$ cat src/rtl/rom_load_seq_pkg.sv
// rom_load_pkg: shared types and constants for the Xevious ROM download
// sequencer and the ROM region decoder.
//   state_e      : sequencer states
//   region_e     : ROM region index carried on dn_region
//   REGION_BASE  : first byte address of each region
//   REGION_LIMIT : last byte address of each region (inclusive)
package rom_load_pkg;

  localparam logic [16:0] DEF_TOTAL_BYTES = 17'h17000;

  typedef enum logic [2:0] {
    ST_NOROM = 3'd0,
    ST_LOAD  = 3'd1,
    ST_HOLD  = 3'd2,
    ST_RUN   = 3'd3,
    ST_FAIL  = 3'd4
  } state_e;

  typedef enum logic [2:0] {
    RG_CPU1 = 3'd0,
    RG_CPU2 = 3'd1,
    RG_CPU3 = 3'd2,
    RG_FG   = 3'd3,
    RG_BG   = 3'd4,
    RG_SPR  = 3'd5,
    RG_PROM = 3'd6,
    RG_NONE = 3'd7
  } region_e;

  typedef logic [16:0] addr17_t;

  localparam int NUM_REGIONS = 7;

  localparam addr17_t REGION_BASE [NUM_REGIONS] = '{
    17'h00000, 17'h04000, 17'h06000, 17'h07000,
    17'h08000, 17'h10000, 17'h16000
  };

  localparam addr17_t REGION_LIMIT [NUM_REGIONS] = '{
    17'h03FFF, 17'h05FFF, 17'h06FFF, 17'h07FFF,
    17'h0FFFF, 17'h15FFF, 17'h16FFF
  };

endpackage

$ cat src/rtl/rom_load_seq_if.sv
// rom_load_seq_if: download bus between hps_io and the core.
//   ioctl_* : raw byte-write traffic from hps_io (driven by master)
//   dn_*    : qualified, registered write traffic towards the core ROMs
//             (driven by slave, the sequencer)
interface rom_load_seq_if;
  logic        ioctl_download;
  logic        ioctl_wr;
  logic [24:0] ioctl_addr;
  logic [7:0]  ioctl_dout;
  logic [16:0] dn_addr;
  logic [7:0]  dn_data;
  logic        dn_wr;
  logic [2:0]  dn_region;

  modport master (
    output ioctl_download, ioctl_wr, ioctl_addr, ioctl_dout,
    input  dn_addr, dn_data, dn_wr, dn_region
  );

  modport slave (
    input  ioctl_download, ioctl_wr, ioctl_addr, ioctl_dout,
    output dn_addr, dn_data, dn_wr, dn_region
  );
endinterface

$ cat src/rtl/rom_load_seq_region_decode.sv
// rom_region_decode: purely combinational byte address -> ROM region index.
//   addr_i   : 17-bit ROM byte address
//   region_o : region index (region_e encoding), RG_NONE when unmapped
module rom_region_decode
  import rom_load_pkg::*;
(
  input  logic [16:0] addr_i,
  output logic [2:0]  region_o
);

  logic [NUM_REGIONS-1:0] hit;

  // Offset-from-base compare: one unsigned test per region, and an address
  // below the base wraps to a large offset so it misses.
  generate
    for (genvar gi = 0; gi < NUM_REGIONS; gi++) begin : g_hit
      assign hit[gi] = (addr_i - REGION_BASE[gi]) <= (REGION_LIMIT[gi] - REGION_BASE[gi]);
    end
  endgenerate

  always_comb begin
    region_o = RG_NONE;
    for (int i = NUM_REGIONS - 1; i >= 0; i--) begin
      if (hit[i]) region_o = 3'(i);
    end
  end

endmodule

$ cat src/rtl/rom_load_seq.sv
// rom_load_seq: ROM download qualification and core reset sequencing.
//   clk_sys_i      : system clock
//   reset_n_i      : asynchronous active-low reset
//   user_reset_i   : OSD / button reset, level sensitive
//   bus            : ioctl_* in, dn_* out (slave side)
//   core_reset_o   : active-high core reset
//   rom_ok_o       : last download complete and clean
//   err_overrun_o  : sticky, a write at/after TOTAL_BYTES was seen
//   bytes_loaded_o : accepted byte count of current/last download
module rom_load_seq
  import rom_load_pkg::*;
#(
  parameter logic [16:0] TOTAL_BYTES = DEF_TOTAL_BYTES,
  parameter int unsigned RST_HOLD    = 16
) (
  input  logic               clk_sys_i,
  input  logic               reset_n_i,
  input  logic               user_reset_i,
  rom_load_seq_if.slave      bus,
  output logic               core_reset_o,
  output logic               rom_ok_o,
  output logic               err_overrun_o,
  output logic [16:0]        bytes_loaded_o
);

  state_e      state_q, state_d;
  logic        dl_q;
  logic        ureset_q;
  logic [7:0]  hold_q, hold_d;
  logic [16:0] count_q, count_d;
  logic        err_q, err_d;
  logic        ok_q, ok_d;
  logic [16:0] dn_addr_q, dn_addr_d;
  logic [7:0]  dn_data_q, dn_data_d;
  logic        dn_wr_q, dn_wr_d;

  logic dl_rise, dl_fall, in_range;

  assign dl_rise  = bus.ioctl_download & ~dl_q;
  assign dl_fall  = ~bus.ioctl_download & dl_q;
  // All 25 address bits take part, so aliases above 128K count as overrun.
  assign in_range = bus.ioctl_addr < {8'd0, TOTAL_BYTES};

  always_comb begin
    state_d   = state_q;
    hold_d    = hold_q;
    count_d   = count_q;
    err_d     = err_q;
    ok_d      = ok_q;
    dn_addr_d = dn_addr_q;
    dn_data_d = dn_data_q;
    dn_wr_d   = 1'b0;

    case (state_q)
      ST_LOAD: begin
        // Writes are taken in LOAD even in the cycle the download window
        // falls, so a final byte coinciding with the fall is not lost.
        if (bus.ioctl_wr) begin
          if (in_range) begin
            dn_wr_d   = 1'b1;
            dn_addr_d = bus.ioctl_addr[16:0];
            dn_data_d = bus.ioctl_dout;
            count_d   = (count_q == 17'h1FFFF) ? count_q : count_q + 17'd1;
          end else begin
            err_d = 1'b1;
          end
        end
        // Judge completeness on the count including this cycle's write.
        if (dl_fall) begin
          if (count_d == TOTAL_BYTES && !err_d) begin
            state_d = ST_HOLD;
            hold_d  = 8'(RST_HOLD);
            ok_d    = 1'b1;
          end else begin
            state_d = ST_FAIL;
          end
        end
      end
      ST_HOLD: begin
        if (ureset_q) begin
          hold_d = 8'(RST_HOLD);
        end else if (hold_q == 8'd0) begin
          state_d = ST_RUN;
        end else begin
          hold_d = hold_q - 8'd1;
        end
      end
      ST_RUN: begin
        if (ureset_q) begin
          state_d = ST_HOLD;
          hold_d  = 8'(RST_HOLD);
        end
      end
      ST_NOROM, ST_FAIL: ;
      default: state_d = ST_NOROM;
    endcase

    // A new download wins over everything else, including user reset.
    if (dl_rise && state_q != ST_LOAD) begin
      state_d = ST_LOAD;
      count_d = 17'd0;
      err_d   = 1'b0;
      ok_d    = 1'b0;
      dn_wr_d = 1'b0;
    end
  end

  always_ff @(posedge clk_sys_i or negedge reset_n_i) begin
    if (!reset_n_i) begin
      state_q   <= ST_NOROM;
      dl_q      <= 1'b0;
      ureset_q  <= 1'b0;
      hold_q    <= 8'd0;
      count_q   <= 17'd0;
      err_q     <= 1'b0;
      ok_q      <= 1'b0;
      dn_addr_q <= 17'd0;
      dn_data_q <= 8'd0;
      dn_wr_q   <= 1'b0;
    end else begin
      state_q   <= state_d;
      dl_q      <= bus.ioctl_download;
      // One register stage on user reset aligns its release latency with
      // the download-fall path (both RST_HOLD+2 cycles).
      ureset_q  <= user_reset_i;
      hold_q    <= hold_d;
      count_q   <= count_d;
      err_q     <= err_d;
      ok_q      <= ok_d;
      dn_addr_q <= dn_addr_d;
      dn_data_q <= dn_data_d;
      dn_wr_q   <= dn_wr_d;
    end
  end

  rom_region_decode u_region (
    .addr_i   (dn_addr_q),
    .region_o (bus.dn_region)
  );

  assign bus.dn_addr     = dn_addr_q;
  assign bus.dn_data     = dn_data_q;
  assign bus.dn_wr       = dn_wr_q;
  assign core_reset_o    = (state_q != ST_RUN);
  assign rom_ok_o        = ok_q;
  assign err_overrun_o   = err_q;
  assign bytes_loaded_o  = count_q;

endmodule

$ cat src/flat_wrapper.sv
// flat-port wrapper written by rule: the top's interface ports become plain ports
module rom_load_seq_flat import rom_load_pkg::*;
#(
  parameter logic [16:0] TOTAL_BYTES = DEF_TOTAL_BYTES,
  parameter int unsigned RST_HOLD    = 16
)
  (clk_sys_i, reset_n_i, user_reset_i, core_reset_o, rom_ok_o, err_overrun_o, bytes_loaded_o, bus_ioctl_download, bus_ioctl_wr, bus_ioctl_addr, bus_ioctl_dout, bus_dn_addr, bus_dn_data, bus_dn_wr, bus_dn_region);
  rom_load_seq_if bus_i ();
  input  logic clk_sys_i;
  input  logic reset_n_i;
  input  logic user_reset_i;
  output logic core_reset_o;
  output logic rom_ok_o;
  output logic err_overrun_o;
  output logic [16:0] bytes_loaded_o;
  input wire logic [$bits(bus_i.ioctl_download)-1:0] bus_ioctl_download;
  input wire logic [$bits(bus_i.ioctl_wr)-1:0] bus_ioctl_wr;
  input wire logic [$bits(bus_i.ioctl_addr)-1:0] bus_ioctl_addr;
  input wire logic [$bits(bus_i.ioctl_dout)-1:0] bus_ioctl_dout;
  output wire logic [$bits(bus_i.dn_addr)-1:0] bus_dn_addr;
  output wire logic [$bits(bus_i.dn_data)-1:0] bus_dn_data;
  output wire logic [$bits(bus_i.dn_wr)-1:0] bus_dn_wr;
  output wire logic [$bits(bus_i.dn_region)-1:0] bus_dn_region;
  assign bus_i.ioctl_download = bus_ioctl_download;
  assign bus_i.ioctl_wr = bus_ioctl_wr;
  assign bus_i.ioctl_addr = bus_ioctl_addr;
  assign bus_i.ioctl_dout = bus_ioctl_dout;
  assign bus_dn_addr = bus_i.dn_addr;
  assign bus_dn_data = bus_i.dn_data;
  assign bus_dn_wr = bus_i.dn_wr;
  assign bus_dn_region = bus_i.dn_region;
  rom_load_seq #(.TOTAL_BYTES(TOTAL_BYTES), .RST_HOLD(RST_HOLD)) u_core (.clk_sys_i(clk_sys_i), .reset_n_i(reset_n_i), .user_reset_i(user_reset_i), .bus(bus_i), .core_reset_o(core_reset_o), .rom_ok_o(rom_ok_o), .err_overrun_o(err_overrun_o), .bytes_loaded_o(bytes_loaded_o));
endmodule
$ cat config.mk
export PLATFORM = sky130hd
export DESIGN_NAME = rom_load_seq_flat
export DESIGN_NICKNAME = d
export VERILOG_FILES = /design/src/rtl/rom_load_seq_pkg.sv /design/src/rtl/rom_load_seq_if.sv /design/src/rtl/rom_load_seq_region_decode.sv /design/src/rtl/rom_load_seq.sv /design/src/flat_wrapper.sv
export SDC_FILE = /design/constraint.sdc
export NUM_CORES = 1
export LEC_CHECK = 0
export ABC_AREA = 0
export CORE_UTILIZATION = 50
export CTS_BUF_LIST = sky130_fd_sc_hd__clkbuf_8
export CTS_CLUSTER_DIAMETER = 30
export DETAILED_ROUTE_END_ITERATION = 8
export GPL_TIMING_DRIVEN = 0
export PLACE_DENSITY = 0.81
export SKIP_CTS_REPAIR_TIMING = 1
export SLEW_MARGIN = 10
export SYNTH_ARGS = -nofsm -noshare
export SYNTH_HDL_FRONTEND = slang
export SYNTH_SLANG_ARGS = --single-unit
$ cat constraint.sdc
create_clock -name clk_sys_i -period 3.55 [get_ports clk_sys_i]
set_input_delay 0.71 -clock clk_sys_i [delete_from_list [all_inputs] [get_ports clk_sys_i]]
set_output_delay 0.71 -clock clk_sys_i [all_outputs]
set_load 0.005 [all_outputs]
== Yosys cells after proc, flatten, opt, wreduce, memory -nomap -nowiden ==
Cells that the tools add are included.

* $add $sub $neg: 8
* Order comparisons: 8
* Equal/unequal tests: 17
* Mux-type cells: 39
* Bitwise gates (word level): 4
* Reductions and logical operators: 14

{| class="wikitable"
|+ Operators with widths
! cell !! count
|-
| 17-bit 2-to-1 mux || 6
|-
| 17-bit by 12-bit less-or-equal comparator with 1-bit output (second input constant) || 3
|-
| 17-bit by 15-bit subtractor with 17-bit output (second input constant) || 3
|-
| 8-bit 2-to-1 mux || 5
|-
| 3-bit 2-to-1 mux || 12
|-
| 17-bit == test (second input constant) || 2
|-
| 17-bit by 15-bit less-or-equal comparator with 1-bit output (second input constant) || 2
|-
| 17-bit subtractor (second input constant) || 2
|-
| 25-bit by 17-bit less-than comparator with 1-bit output (second input constant) || 1
|-
| 8-bit case mux with 3 select lines || 1
|-
| 17-bit by 1-bit adder with 17-bit output (second input constant) || 1
|-
| 17-bit by 13-bit less-or-equal comparator with 1-bit output (second input constant) || 1
|-
| 17-bit by 14-bit less-or-equal comparator with 1-bit output (second input constant) || 1
|-
| 17-bit by 16-bit subtractor with 17-bit output (second input constant) || 1
|-
| 1-bit 2-to-1 mux || 14
|-
| 3-bit by 1-bit inequality test with 1-bit output (second input constant) || 4
|-
| 3-bit case mux with 4 select lines || 1
|-
| 5-bit AND reduction || 2
|-
| 8-bit zero test || 1
|-
| 2-bit by 1-bit inequality test with 1-bit output (second input constant) || 4
|-
| 8-bit by 1-bit subtractor with 8-bit output (second input constant) || 1
|-
| 3-bit by 2-bit == test with 1-bit output (second input constant) || 2
|-
| 3-bit by 2-bit inequality test with 1-bit output (second input constant) || 2
|-
| 3-bit AND reduction || 2
|-
| other kinds (11) || 16
|}

* Bits in registers: 58
* Output and inout port bits: 49
* Logic and storage cells: 100

== Logic depth before layout (Yosys ltp) ==
Gate-level depths: netlist of the first run.

* Word-level depth: 11
* Gate-level depth with buffers: 11

== Hierarchy ==
Synthesis of the first run repeated with hierarchy kept, for this count alone.

* Cell total of the unflattened synthesis: 399
* Area total of the unflattened synthesis: 3834.9 sq um

{| class="wikitable"
|+ By module, submodules not included
! module !! times used !! cells an instance !! area an instance (sq um)
|-
| rom_load_seq || 1 || 324 || 3204.3
|-
| rom_region_decode || 1 || 75 || 630.6
|}

== Least setup slack after synthesis of the first run ==
OpenSTA, ideal clock, no wires.

* Path kind: input -> register
* Start: in bus_ioctl_addr[24]
* End: reg u_core.hold_q[0]
* Arrival time: 3.506 ns
* Required time: 3.427 ns
* Slack: -0.078 ns
* Stages on the path: 10
* Buffers on the path: 2
* Path through: or4_1 > or4_4 > buf_6 > a211oi_1 > mux2i_1 > o32ai_1 > or4_1 > buf_2 > nand3_1 > o21ai_1

* Cells in the longest elaborated chain, start to end: 8
* Elaborated cells between the ends (all ways): 12
* Classes of those cells: 1 x order compare; 2 x eq/ne; 6 x mux; 3 x reduce/logical

{| class="wikitable"
|+ Ends and longest elaborated chain
! what !! RTL line !! text
|-
| start, declared || flat_wrapper.sv:18 || <nowiki>input wire logic [$bits(bus_i.ioctl_addr)-1:0] bus_ioctl_addr;</nowiki>
|-
| 25-bit by 17-bit less-than comparator with 1-bit output (*) || rom_load_seq.sv:42 || <nowiki>assign in_range = bus.ioctl_addr < {8'd0, TOTAL_BYTES};</nowiki>
|-
| 17-bit 2-to-1 mux or 1-bit 2-to-1 mux (tied branches) || rom_load_seq.sv:59 || <nowiki>if (in_range) begin</nowiki>
|-
| 17-bit 2-to-1 mux or 1-bit 2-to-1 mux (tied branches) || rom_load_seq.sv:58 || <nowiki>if (bus.ioctl_wr) begin</nowiki>
|-
| 17-bit 2-to-1 mux or 1-bit 2-to-1 mux (tied branches) || rom_load_seq.sv:54 || <nowiki>case (state_q)</nowiki>
|-
| 17-bit == test or 1-bit zero test (tied branches) || rom_load_seq.sv:70 || <nowiki>if (count_d == TOTAL_BYTES && !err_d) begin</nowiki>
|-
| 1-bit logical AND (*) || rom_load_seq.sv:70 ||
|-
| 2-bit by 1-bit inequality test with 1-bit output (no source line) (*) || - ||
|-
| 5-bit AND reduction (no source line) (*) || - ||
|-
| end signal, assigned || rom_load_seq.sv:126 || <nowiki>hold_q <= hold_d;</nowiki>
|-
| end, declared || rom_load_seq.sv:29 || <nowiki>logic [7:0] hold_q, hold_d;</nowiki>
|}

Every way passes the cells marked *; elsewhere a longest branch is shown, timed or not. The select of a mux whose other input is x is not followed.
A chain may end at the register's enable or synchronous reset.

== Final worst setup path of the first run ==
Ends and elaborated chain as after synthesis.

==> results of run 1 <==
## metal layers
| metal | track usage (%) | wire, µm |
|---|---|---|
| met5 | 0 | 0 |
| met2 | 46.64 | 5330 |
| met1 | 35.87 | 4615 |
| met3 | 5.037 | 634 |
| met4 | 19.35 | 451 |
## worst min-delay path by stage
stage	startpoint	end	slack [ps]	cells after the start
2_1_floorplan	reset_n_i	u_core.bus.dn_addr[0]$_DFFE_PN0P_	410	0
3_3_place_gp	u_core.bus.dn_data[5]$_DFFE_PN0P_	u_core.bus.dn_data[5]$_DFFE_PN0P_	490	1
3_5_place_dp	u_core.hold_q[0]$_DFFE_PN0P_	u_core.hold_q[0]$_DFFE_PN0P_	490	1
4_1_cts	reset_n_i	u_core.hold_q[7]$_DFFE_PN0P_	450	1
5_1_grt	reset_n_i	u_core.hold_q[5]$_DFFE_PN0P_	470	1
6_report	reset_n_i	u_core.hold_q[5]$_DFFE_PN0P_	410	1
## cell families (layout without fill, tap and decap cells)
group | after synthesis | count (layout)
simple gates | 158 | 158
compound gates | 116 | 116
flops | 58 | 58
buf+inv | 44 | 158
mux | 21 | 21
fa+ha+maj | 19 | 19
xor+xnor | 7 | 7
other cells | 0 | 1
## report_power, final
group	total, µW	switching [µW]	internal (µW)
registers	753	46.7	706
clock network	737	285	451
logic	533	322	212
total	2020	653	1370
## layout make-up
type	count	area [µm²]	area share (%)
timing repair buffer	98	975.9	18.46
antenna	1	2.502	0.04734
multi-input combinational	321	2301	43.53
sequential	58	1456	27.55
inverter	20	78.83	1.491
clock inverter	4	72.57	1.373
clock buffer	12	165.2	3.124
buffer	24	110.1	2.083
tap	99	123.9	2.343
## placed cells by master, fill, tap and decap left out, types with 15 or more instances in the layout
master	n
mux2_2	20
o21ai_0	41
a21oi_1	23
nand4_1	19
dfrtp_1	54
inv_1	19
nand2_1	33
clkdlybuf4s50_1	75
ha_1	18
nor2_1	20
nand3_1	15
clkbuf_1	21
## synth_stat cells, drive strengths merged (2+ instances only)
master,instances
o211ai,4
a31oi,12
and4,5
nand2b,4
nand4,20
o31ai,6
ha,19
a311oi,3
mux2,20
o41ai,2
and3,10
a211oi,4
xnor2,5
a21oi,23
clkbuf,21
nor2b,2
buf,3
dfrtp,58
xor2,2
or4,6
inv,20
nand3,21
nor3,12
o21ai,43
or3,6
a2111oi,2
nand2,33
nor4,7
a22o,2
and2,5
or2,2
nor2,20
## worst max-delay path, stage by stage
cell	delay [ps]
clkbuf_2	80
or4_4	560
or4_4	640
buf_8	180
a211oi_4	290
mux2i_2	340
o32ai_4	160
or4_4	510
buf_6	150
nand3_2	60
o21ai_1	70
## flip-flops by register name (all words and copies together), names as in the netlist
register               flops
u_core.err_overrun_o       1
u_core.hold_q              8
u_core.rom_ok_o            1
u_core.bus.dn_wr           1
u_core.bus.dn_data         8
u_core.dl_q                1
u_core.ureset_q            1
u_core.state_q             3
u_core.bus.dn_addr        17
u_core.bytes_loaded_o     17
## metrics by stage
stage / utilization, % / hold slack, ps / setup TNS (ps)
after global placement: 65.64 / 489.7 / -15770
after floorplan: - / 414.4 / 0
final: 72.88 / 406.4 / 0
after CTS: 68.88 / 445.7 / -4066
after detailed placement: 65.60 / 492.5 / -14190
after global routing: 72.88 / 471.9 / -91.60
==> reports/results.tsv, run 1 <==
stage	metric	value	unit
run_status	status	completed	
synth	synthesis.nets	480	
synth	yosys.area_share.adder	6.304	%
global_route	grt_max_degree	59	
place	dpl_worst_slack	-730.3	ps
cts	clock_latency	360	ps
timing	finalClockSkew	14.25	ps
final_layout	fin_area	5286	µm²
drt	routedWlPerCell	17.32	µm
timing	finalHoldViolCount	0	
synth	synthXorXnorAreaFrac	1.626	%
synth	synth-main-ff-cell	dfrtp_1	
global_route	grt_pass1_wl	17060	µm
synth	synth_area	3771	µm²
synth	synth_top_cell_by_area	dfrtp_1	
die	io_pins	87	
die	row_count	31	
timing	max_freq	282.6	MHz
cts	clock_path_buffers	2	
worst_setup_path	arrival	3760	ps
worst_setup_path	r2r-end	u_core.hold_q[0]$_DFFE_PN0P_	
place	dp_hpwl	7778	µm
synth	synth_area_leaders	dfrtp_1 38%, ha_1 6.3%, mux2_2 6.0%	
worst_setup_path	critPathKind	in2reg	
pwr	peakVddDrop	201.2	µV
die	dieHeight	88.85	µm
worst_setup_path	startpoint_type	input pin	
global_route	grt_overflow	0	
synth	netlist_instances	423	
drt	drtAntennaViolNets	0	
drt	vias	3809	
synth	synth_top_area_share	38.49	%
place	io_buffers	86	
drt	drt_iter0_drc	229	
synth	synth_mux_area_share	6.238	%
synth	synthSimpleGateAreaFrac	23.26	%
drt	viasPerCell	5.980	
cts	clockRootBuffer	clkbuf_8	
cts	ctsHtreeMaxLevel	3	
worst_setup_path	cp-startpoint	bus_ioctl_addr[24]	
cts	cts.sinks	58	
timing	period_needed	3538	ps
drt	route.detailed.drc	0	
cts	cts_buffers	9	
timing	fin_ws	11.75	ps
worst_setup_path	critPathCapture	u_core.hold_q[0]$_DFFE_PN0P_	
final_layout	fin_cells	637	
timing	rsz0062_at_grt	true	
synth	async_flop_share	100.0	%
worst_setup_path	required	3780	ps
synth	synth_top_family_by_area	simple AND/OR/NAND/NOR gates	
final_layout	area_growth	40.18	%
worst_setup_path	r2r_cells	10	
worst_setup_path	end_kind	flop	
timing	period_share	99.67	%
timing	final-setup-viol-count	0	
drt	wirelength	11030	µm
final_layout	fin_nets	589	
hold_path	hp-class	in2async	
die	dieArea	7893	µm²
timing	max_slew_margin	51.37	%
synth	ys_seq_area_share	38.49	%
synth	synth-seq-cells	58	
place	place.gp.congestion	0.9961	
synth	ys_types	61	
pwr	power_density	382.6	nW/µm²
drt	dr.pass1.iters	5	
die	start_util	51.99	%
global_route	antenna_found_initial	1	
worst_setup_path	r2r-start	u_core.bytes_loaded_o[0]$_DFFE_PN0P_	
global_route	grt_pass1_vias	3539	
worst_setup_path	path_max_fanout	6	
synth	synth_compound_area_share	19.44	%
worst_setup_path	r2r_slack	190	ps
cts	clk_pin_slew	70	ps
global_route	grt_usage	29.04	%
synth	avgSynthCellArea	8.915	µm²
synth	yosys_warnings	0	
die	die_w	88.85	µm
die	core_area	7253	µm²
final_layout	drive_above_1_share	17.32	%
final_layout	fill_cells	536	
pwr	total_power	2022	µW
place	place_inst	608	
place	place_area	4758	µm²
pwr	p_leak	0.002239	µW
run	drv_cap	0	
cts	cts_tree	yes	
synth	synth_edf_count	0	
timing	slew_violations	0	
timing	worst_pin_slew	729.4	ps
(Power assumes the default switching activity.)
==> run 2: changes to the inputs <==
--- a/config.mk
+++ b/config.mk
@@ -11,6 +11,7 @@
 export CTS_CLUSTER_DIAMETER = 30
 export DETAILED_ROUTE_END_ITERATION = 8
 export GPL_TIMING_DRIVEN = 0
+export MAX_ROUTING_LAYER = met4
 export PLACE_DENSITY = 0.81
 export SKIP_CTS_REPAIR_TIMING = 1
 export SLEW_MARGIN = 10
==> run 2 against run 1 <==
Effect of this change: wire length increased by 3.2%; first-iteration DRC count increased by 18%; largest cell class unchanged; clock skew decreased by 2.7 ps; combinational power increased by 1%; clock power decreased by 8.1%; die area unchanged; cell area decreased by 1.3%; non-clock buffer count unchanged; sequential power about the same; power decreased by 2.7%; utilization decreased by 0.93 points.
==> reports/results.tsv, run 2 (synthesis results as in run 1) <==
stage	metric	value	unit
cts	ctsHtreeMaxLevel	3	
drt	viasPerCell	6.041	
drt	vias	3842	
timing	fin_ws	27.38	ps
timing	period_share	99.23	%
drt	wl_met3	679	µm
timing	max_freq	283.9	MHz
cts	clockRootBuffer	clkbuf_8	
timing	worst_hold_slack	423.7	ps
drt	routedWlPerCell	17.90	µm
worst_setup_path	arrival	3760	ps
drt	dr.pass1.iters	7	
hold_path	hp-class	in2async	
pwr	internal-power	1307	µW
die	dieHeight	88.85	µm
worst_setup_path	r2r_slack	90	ps
final_layout	drive_above_1_share	16.04	%
pwr	power_frac_comb	27.4	%
final_layout	area_growth	38.39	%
place	place.gp.congestion	1.027	
pwr	peakVddDrop	224.4	µV
timing	max_slew_margin	49.60	%
cts	cts_tree	yes	
drt	wirelength	11380	µm
final_layout	fin_area	5219	µm²
pwr	clock_power_share	34.4	%
timing	worst_pin_slew	749.1	ps
worst_setup_path	r2r_cells	10	
die	row_count	31	
cts	clock_latency	350	ps
pwr	total_power	1968	µW
drt	route.detailed.drc	0	
global_route	grt_overflow	0	
worst_setup_path	end_kind	flop	
global_route	antenna_found_initial	1	
place	dpl_worst_slack	-728.0	ps
final_layout	layout_common_cells	77 x clkdlybuf4s50_1, 54 x dfrtp_1, 41 x o21ai_0	
die	start_util	51.99	%
worst_setup_path	path_max_fanout	8	
timing	finalHoldViolCount	0	
place	dp_hpwl	7818	µm
cts	cts.sinks	58	
final_layout	fin_nets	589	
run_status	status	completed	
drt	top_layer	met4	
cts	clk_pin_slew	70	ps
pwr	p_switching	660.8	µW
run	drv_cap	0	
global_route	grt_pass1_vias	3532	
die	dieArea	7893	µm²
die	core_area	7253	µm²
timing	final-setup-viol-count	0	
global_route	grt_pass1_wl	17250	µm
worst_setup_path	critPathKind	in2reg	
place	io_buffers	86	
worst_setup_path	r2r-start	u_core.bytes_loaded_o[0]$_DFFE_PN0P_	
drt	drt_iter0_drc	271	
timing	period_needed	3523	ps
die	io_pins	87	
final_layout	post-route-util	71.95	%
pwr	power_density	377.1	nW/µm²
die	die_w	88.85	µm
global_route	grt_max_degree	59	
timing	slew_violations	0	
worst_setup_path	required	3790	ps
worst_setup_path	r2r-end	u_core.hold_q[0]$_DFFE_PN0P_	
place	place_area	4758	µm²
drt	wl_met2	5631	µm
final_layout	layout_commonest_cell	clkdlybuf4s50_1	
pwr	p_leak	0.002201	µW
timing	finalClockSkew	11.51	ps
pwr	seq_power_share	38.2	%
drt	m1WireLength	4809	µm
pwr	swShare	33.58	%
drt	drtAntennaViolNets	0	
cts	clock_path_buffers	2	
global_route	grt_usage	29.88	%
cts	cts_buffers	9	
worst_setup_path	startpoint_type	input pin	
run 2: metal layers:
layer / vias up / track usage [%]
met5: - / -
met4: 0 / 12.02
met3: 25 / 5.410
met2: 148 / 49.37
met1: 1860 / 36.05
li1: 1809 / -
run 2: power by group through the flow:
stage          Sequential [µW]  Clock, µW  Combinational (µW)
2_1_floorplan              753          0                 313
3_3_place_gp               761          0                 506
3_5_place_dp               763          0                 516
4_1_cts                    750        689                 519
5_1_grt                    757        712                 602
6_report                   751        677                 539
run 2: how the worst max path moves through the flow:
stage               slack, ps  cells after the start                           end                               start
CTS                      -380                     10  u_core.hold_q[4]$_DFFE_PN0P_                  bus_ioctl_addr[22]
floorplan                  10                     10  u_core.hold_q[0]$_DFFE_PN0P_                  bus_ioctl_addr[24]
global route              -30                      9              bus_dn_region[0]  u_core.bus.dn_addr[11]$_DFFE_PN0P_
finish                     30                     11  u_core.hold_q[0]$_DFFE_PN0P_                  bus_ioctl_addr[23]
detailed placement       -730                     10  u_core.hold_q[4]$_DFFE_PN0P_                  bus_ioctl_addr[22]
global placement         -690                     10  u_core.hold_q[4]$_DFFE_PN0P_                  bus_ioctl_addr[22]
run 2: area by class of cell:
cell class                 instances  area, µm²
clock buffer                       9      123.9
timing repair buffer              98      964.7
sequential                        58       1456
clock inverter                     6      83.83
antenna                            1      2.502
tap                               99      123.9
multi-input combinational        321       2275
fill                             562       2034
buffer                            24      110.1
inverter                          20      78.83
run 2: critical path: stages:
cell and delay, ps:
dlymetal6s2s_1 120, or4_4 540, or4_4 610, buf_8 170, a211oi_4 270, mux2i_2 310, o32ai_2 180, or4_4 560
buf_6 150, nand3_2 60, o21ai_1 70
run 2: through the flow:
| step | cells | setup TNS [ps] |
|---|---|---|
| 6_report | 636 | 0 |
| 5_1_grt | 636 | -81.52 |
| 3_3_place_gp | 608 | -13380 |
| 2_1_floorplan | 423 | 0 |
| 4_1_cts | 623 | -3833 |
| 3_5_place_dp | 608 | -12240 |
